[src/rtl/spi_master_param.sv]
// SPI master: full-duplex DATA_W-bit word, CPOL/CPHA modes 0-3, MSB/LSB first, SCLK half-period CLK_DIV.
// Latency: start edge to done pulse is 1+(2*DATA_W+1)*CLK_DIV clk cycles; every output is registered.
// Backpressure: start is taken only in IDLE; requests while busy are dropped, never queued.
module spi_master_param #(
  parameter int DATA_W  = 16,
  parameter int CLK_DIV = 4,
  parameter int CNT_W   = $clog2(DATA_W + 1)
) (
  input  logic              clk,
  input  logic              reset,
  input  logic              start,
  input  logic [1:0]        mode,
  input  logic              lsb_first,
  input  logic [DATA_W-1:0] tx_data,
  input  logic              spi_miso,
  output logic [DATA_W-1:0] rx_data,
  output logic              busy,
  output logic              done,
  output logic              spi_cs,
  output logic              spi_clk,
  output logic              spi_mosi,
  output logic [CNT_W-1:0]  bit_cnt
);

  localparam int TMR_W = $clog2(CLK_DIV + 1);
  localparam int EDG_W = $clog2(2 * DATA_W + 1);
  // LEAD runs one cycle longer than the other phases: CS drops one cycle after the start edge.
  localparam logic [TMR_W-1:0] H_LEAD = TMR_W'(CLK_DIV);
  localparam logic [TMR_W-1:0] H_LAST = TMR_W'(CLK_DIV - 1);
  localparam logic [EDG_W-1:0] EDGES  = EDG_W'(2 * DATA_W);

  typedef enum logic [2:0] {IDLE, LEAD, XFER, TRAIL, GAP} state_t;

  state_t              state_q, state_d;
  logic [TMR_W-1:0]    tmr_q, tmr_d;
  logic [EDG_W-1:0]    edge_q, edge_d;
  logic [DATA_W-1:0]   tx_q, tx_d;
  logic [DATA_W-1:0]   rx_q, rx_d;
  logic [1:0]          mode_q, mode_d;
  logic                lsb_q, lsb_d;
  logic [DATA_W-1:0]   rx_data_q, rx_data_d;
  logic                busy_q, busy_d;
  logic                done_q, done_d;
  logic                cs_q, cs_d;
  logic                sclk_q, sclk_d;
  logic                mosi_q, mosi_d;
  logic [CNT_W-1:0]    bit_cnt_q, bit_cnt_d;

  logic                edge_ev;
  logic [EDG_W-1:0]    edge_n;
  logic                sample;
  logic                shift;

  // Next-state and output logic: phase sequencing plus the per-SCLK-edge sample/shift work.
  always_comb begin
    state_d   = state_q;
    tmr_d     = tmr_q;
    edge_d    = edge_q;
    tx_d      = tx_q;
    rx_d      = rx_q;
    mode_d    = mode_q;
    lsb_d     = lsb_q;
    rx_data_d = rx_data_q;
    busy_d    = busy_q;
    done_d    = 1'b0;
    cs_d      = cs_q;
    sclk_d    = sclk_q;
    mosi_d    = mosi_q;
    bit_cnt_d = bit_cnt_q;
    edge_ev   = 1'b0;
    edge_n    = edge_q + EDG_W'(1);
    sample    = 1'b0;
    shift     = 1'b0;

    unique case (state_q)
      IDLE: begin
        sclk_d = mode[1];
        if (start) begin
          state_d   = LEAD;
          tmr_d     = '0;
          edge_d    = '0;
          tx_d      = tx_data;
          mode_d    = mode;
          lsb_d     = lsb_first;
          busy_d    = 1'b1;
          bit_cnt_d = '0;
        end
      end
      LEAD: begin
        cs_d   = 1'b0;
        mosi_d = lsb_q ? tx_q[0] : tx_q[DATA_W-1];
        if (tmr_q == H_LEAD) edge_ev = 1'b1;
        else                 tmr_d   = tmr_q + TMR_W'(1);
      end
      XFER: begin
        if (tmr_q == H_LAST) edge_ev = 1'b1;
        else                 tmr_d   = tmr_q + TMR_W'(1);
      end
      TRAIL: begin
        sclk_d = mode_q[1];
        if (tmr_q == H_LAST) begin
          state_d   = GAP;
          tmr_d     = '0;
          cs_d      = 1'b1;
          done_d    = 1'b1;
          rx_data_d = rx_q;
        end else begin
          tmr_d = tmr_q + TMR_W'(1);
        end
      end
      GAP: begin
        if (tmr_q == H_LAST) begin
          state_d = IDLE;
          tmr_d   = '0;
          busy_d  = 1'b0;
        end else begin
          tmr_d = tmr_q + TMR_W'(1);
        end
      end
      default: state_d = IDLE;
    endcase

    // Odd edges are leading. CPHA=0 samples odd edges and shifts on the following even ones;
    // CPHA=1 samples even edges and shifts on the odd edge after, so MOSI never moves on a sample edge.
    if (edge_ev) begin
      tmr_d  = '0;
      edge_d = edge_n;
      sclk_d = ~sclk_q;
      sample = mode_q[0] ? ~edge_n[0] : edge_n[0];
      shift  = mode_q[0] ? (edge_n[0] && (edge_n != EDG_W'(1)))
                         : (~edge_n[0] && (edge_n != EDGES));
      if (sample) begin
        rx_d      = lsb_q ? {spi_miso, rx_q[DATA_W-1:1]} : {rx_q[DATA_W-2:0], spi_miso};
        bit_cnt_d = bit_cnt_q + CNT_W'(1);
      end
      if (shift) begin
        tx_d   = lsb_q ? (tx_q >> 1) : (tx_q << 1);
        mosi_d = lsb_q ? tx_q[1] : tx_q[DATA_W-2];
      end
      state_d = (edge_n == EDGES) ? TRAIL : XFER;
    end
  end

  // State and output registers; reset aborts any transfer without a done pulse.
  always_ff @(posedge clk or negedge reset) begin
    if (!reset) begin
      state_q   <= IDLE;
      tmr_q     <= '0;
      edge_q    <= '0;
      tx_q      <= '0;
      rx_q      <= '0;
      mode_q    <= 2'b00;
      lsb_q     <= 1'b0;
      rx_data_q <= '0;
      busy_q    <= 1'b0;
      done_q    <= 1'b0;
      cs_q      <= 1'b1;
      sclk_q    <= 1'b0;
      mosi_q    <= 1'b0;
      bit_cnt_q <= '0;
    end else begin
      state_q   <= state_d;
      tmr_q     <= tmr_d;
      edge_q    <= edge_d;
      tx_q      <= tx_d;
      rx_q      <= rx_d;
      mode_q    <= mode_d;
      lsb_q     <= lsb_d;
      rx_data_q <= rx_data_d;
      busy_q    <= busy_d;
      done_q    <= done_d;
      cs_q      <= cs_d;
      sclk_q    <= sclk_d;
      mosi_q    <= mosi_d;
      bit_cnt_q <= bit_cnt_d;
    end
  end

  assign rx_data  = rx_data_q;
  assign busy     = busy_q;
  assign done     = done_q;
  assign spi_cs   = cs_q;
  assign spi_clk  = sclk_q;
  assign spi_mosi = mosi_q;
  assign bit_cnt  = bit_cnt_q;

endmodule
[config.mk]
export PLATFORM = sky130hd
export DESIGN_NAME = spi_master_param
export DESIGN_NICKNAME = d
export VERILOG_FILES = /design/src/rtl/spi_master_param.sv
export SDC_FILE = /design/constraint.sdc
export NUM_CORES = 1
export LEC_CHECK = 0
export BUFFER_PORTS_ARGS = -buffer_cell sky130_fd_sc_hd__buf_2
export CORE_ASPECT_RATIO = 0.8
export CORE_MARGIN = 1
export CORE_UTILIZATION = 55
export DETAILED_ROUTE_END_ITERATION = 12
export GPL_ROUTABILITY_DRIVEN = 0
export PLACE_DENSITY = 0.8
export RECOVER_POWER = 100
export SYNTH_ARGS = -nofsm -noshare
export SYNTH_HDL_FRONTEND = slang
export SYNTH_SLANG_ARGS = --single-unit
[constraint.sdc]
create_clock -name clk -period 4.28 [get_ports clk]
set_input_delay 0.856 -clock clk [delete_from_list [all_inputs] [get_ports clk]]
set_output_delay 0.856 -clock clk [all_outputs]
set_load 0.02 [all_outputs]
==> run summary <==
The tools report the nature of the critical path endpoint as a flop. The first TritonRoute pass finished after 4 iterations. The Yosys step of the flow raised 0 warnings. The multi-input combinational cells in the finished layout cover a total of 1705 µm². The post-detailed-route via-to-cell ratio was 5.514. Setup slack on the critical path of the routed design comes to 1.235 ns. On the final layout, the worst clock skew is 0.007549 ns. The fraction of the mapped netlist area in simple logic gates came out at 10.61%. In this run the critical register-to-register path is captured at tx_q[13]. Global routing consumed, over all layers together, 22.19% of the routing resources. Average wire per standard cell: 15.15 µm. The register cell area after layout is 1829 µm², and the fraction of synthesized cell area in xor and xnor cells is 1.179%. For the data arrival time at the worst-slack endpoint, the log shows 3.29 ns. The setup path with the least slack is of type reg -> reg. The synthesized design contains 73 register bits. In the synthesized netlist the async set-or-reset flop fraction comes to 100.0%. The final count of hold timing violations was 0; the total power divided by cell area was 310.3 nW/µm². For the worst-skew pair, the clock arrives at the later sink with an insertion delay of 0.34 ns. STA puts the critical path data required time at 4.53 ns.

The slew of the pin with the lowest slew margin works out to 1.749 ns. For the worst flop-to-flop path, the logic depth is 8. Gates resized during post-CTS repair numbered 0.

Initial antenna violation count: 0. Total core area: 6441 µm². Worst reg2reg path startpoint: tmr_q[1]. Main combinational cell family by area after synthesis: multiplexers.

The detailed router placed 2564 vias in this run. The worst slew slack as a fraction of its limit was -16.60%; the H-tree depth was 3. The cell that appears most often on the critical path is sky130_fd_sc_hd__ha_1. The final-report max-slew violation count came out at 93. Leading cell type by number of instances after synthesis: sky130_fd_sc_hd__dfrtp_1. The cell taking the most area after synthesis is sky130_fd_sc_hd__dfrtp_1. Setup repair after global routing left no endpoint under its margin. For this run, design rule violations remaining after detail routing come to 0. Timing would allow up to 328.4 MHz. In this run, post-CTS hold repair placed 0 buffers. The first global-routing pass estimated 11.79 mm of wire. Row generation in the floorplan step produced 26 rows. The clock-pin transition on the worst setup and hold timing paths works out to 0.07 ns.

The setup TNS was 0 ns; the final period utilization was 71.15%. In this run the worst setup path begins at tmr_q[1]. Walking the worst path, the cells encountered are ha_1, ha_1, nand3b_1, a21oi_1, and3_2, a22oi_1, clkbuf_1, mux2i_1. For flop-to-flop paths, the worst setup slack is 1.23 ns.

The logs give 0 for the aggregate global routing overflow and 0 for the setup violation total in the final timing report. The tightest min-delay check is of the reg -> reg type. The slowest cell on the critical path was sky130_fd_sc_hd__clkbuf_1.

For the number of global-route vias before repair, the log shows 2567. After synthesis, the mean cell area works out to 11.12 µm². In this run the static leakage power is 1.883 nW. After the first detailed-routing iteration, the DRC count stood at 202.

Number of distinct library cell variants in the gate-level netlist after synthesis: 43. The root cell of the clock tree is sky130_fd_sc_hd__clkbuf_8. Summing the areas of all compound-gate instances in the mapped netlist gives 9.063% of the synthesized area.

The run gives 49 as the total I/O pin count. Of all nets on the critical path, the largest fanout is 17. The initial utilization of the core area, before any placement, comes to 57.65%. The count of nets left with antenna violations once routing finished came out at 0.

The clock net sink count was 73. The count of buffers added on input and output ports is 48. For the post-layout net count, the log shows 407. For the share of the yosys chip area belonging to registers, the log shows 49.23%. The total power of the final layout was 1.272 mW. By count the netlist is led by sky130_fd_sc_hd__dfrtp_1, sky130_fd_sc_hd__mux2i_1, sky130_fd_sc_hd__nand2_1.

In this run the worst setup path terminates at tx_q[13]. Maximum number of pins on one net before global-route repair: 74. The run gives 7.046 mm as the sum of routed wire length over all layers.

The flip-flop cell with the highest count after synthesis is sky130_fd_sc_hd__dfrtp_1. Yosys mapped a number of flops with a built-in enable equal to 0. The longest clock path from root to sink contains 2 buffers.

After synthesis, the largest area contributor takes up 48.52% of total cell area. The ratio of cells with drive above 1 in the final layout works out to 16.27%. Post-CTS timing repair inserted 0 buffers for setup. TritonCTS built the clock tree. The overall die height works out to 75.50 µm. When the netlist entered floorplanning its net count stood at 365.

The die covers 7087 µm². The area added between synthesis and finish came out at 10.41%. Summing every instance area after synthesis gives 3714 µm². The peak per-stage delay on the critical path was 0.94 ns.

The final critical delay including setup and external delays was 3.045 ns. Across the run, the number of max-cap violations was 2. The flow ran to the end, but the final reports show violations.

The number of clock buffers added by TritonCTS is 9. After synthesis, the cell types taking the most area are sky130_fd_sc_hd__dfrtp_1, sky130_fd_sc_hd__mux2i_1, sky130_fd_sc_hd__mux2_2. Final antenna diode count: 0. The HPWL reported at the end of detailed placement is 4.822 mm. The worst-case IR drop observed on VDD is 0.2257 mV. The worst setup path is launched from a flop.

The checks that failed: max-capacitance violations, max-slew violations. Prior to clock tree synthesis, the placed netlist has a worst setup slack of 1.788 ns. The mux share of post-synthesis cell area was 22.94%; the x dimension of the die was 93.87 µm.

Synthesis handed over a netlist of 334 instances. The count of filler cells inserted in the layout is 526. After Yosys synthesis, full adders, half adders and majority gates account for 2.695% of the synthesized area.
==> cell families after synthesis <==
group / after synthesis
DFF: 73
AOI/OAI and AO/OA: 55
muxes: 83
buffers and inverters: 29
xor gates and xnor gates: 5
and+or+nand+nor: 81
adders and majority gates: 8
==> power by group <==
group / internal (mW) / switching, mW / total [mW] / leakage [nW]
logic: 0.0102 / 0.0188 / 0.0290 / 0.877
clock network: 0.301 / 0.247 / 0.548 / 0.103
registers: 0.692 / 0.00313 / 0.695 / 0.903
==> layout by cell type (no fill, tap or decap), types with 5 or more instances in the layout <==
| cell | count |
|---|---|
| sky130_fd_sc_hd__dfrtp_1 | 71 |
| sky130_fd_sc_hd__mux2i_1 | 66 |
| sky130_fd_sc_hd__clkbuf_1 | 30 |
| sky130_fd_sc_hd__nand2_1 | 29 |
| sky130_fd_sc_hd__nor2_1 | 26 |
| sky130_fd_sc_hd__a21oi_1 | 23 |
| sky130_fd_sc_hd__buf_2 | 22 |
| sky130_fd_sc_hd__o21ai_0 | 17 |
| sky130_fd_sc_hd__mux2_2 | 17 |
| sky130_fd_sc_hd__clkbuf_8 | 11 |
| sky130_fd_sc_hd__inv_1 | 8 |
| sky130_fd_sc_hd__ha_1 | 8 |
| sky130_fd_sc_hd__xor2_1 | 5 |
==> final cells by class <==
cell class              count  share of cell area [%]
well taps                  84                   2.563
clock buffers              12                   3.784
multi-input cells         232                   41.59
inverters                   8                  0.7324
repair buffers             52                   5.462
flip-flops and latches     73                   44.61
clock inverters             4                   1.251
==> state kept, by name, summed over array words and instances, names as in the netlist <==
name / cells
bit_cnt: 5
busy: 1
done: 1
edge_q: 6
lsb_q: 1
mode_q: 2
rx_data: 16
rx_q: 16
spi_clk: 1
spi_cs: 1
spi_mosi: 1
state_q: 3
tmr_q: 3
tx_q: 16
==> metrics by stage <==
stage          instance area (µm²)  hold WS, ns  cells  util, %
6_report                      4100       0.5049    465    63.66
3_3_place_gp                  3974       0.4709    449    61.69
2_1_floorplan                 3714       0.4460    334        -
3_5_place_dp                  3974       0.4764    449    61.69
5_1_grt                       4100       0.5268    465    63.66
4_1_cts                       4180       0.5025    465    64.90
==> metal layers <==
metal,part of all wire (%),wire (µm),global-route usage (%)
met5,0,0,0
met3,3.6,251,7.086
met1,49,3436,28.94
met4,0.48,34,5.470
met2,47,3324,36.66
==> worst max-delay path, delay by kind of cell, from the launching register on <==
kind | cells | cell delay (ns)
buffers and inverters | 1 | 0.94
adder cells (fa/ha/maj) | 2 | 0.47
AND/OR/NAND/NOR | 2 | 0.44
flip-flops | 1 | 0.40
AO/OA/AOI/OAI | 2 | 0.38
multiplexers | 1 | 0.30
==> worst min-delay path by stage <==
stage	startpoint	endpoint	slack, ns	cells after the start
after floorplan	mode_q[1]	mode_q[1]	0.45	2
after global placement	spi_clk	spi_clk	0.47	1
after detailed placement	mode_q[1]	mode_q[1]	0.48	2
after CTS	bit_cnt[4]	bit_cnt[4]	0.50	1
after global routing	rx_data[11]	rx_data[11]	0.53	1
final	mode_q[1]	mode_q[1]	0.50	2
(Power assumes the default switching activity.)
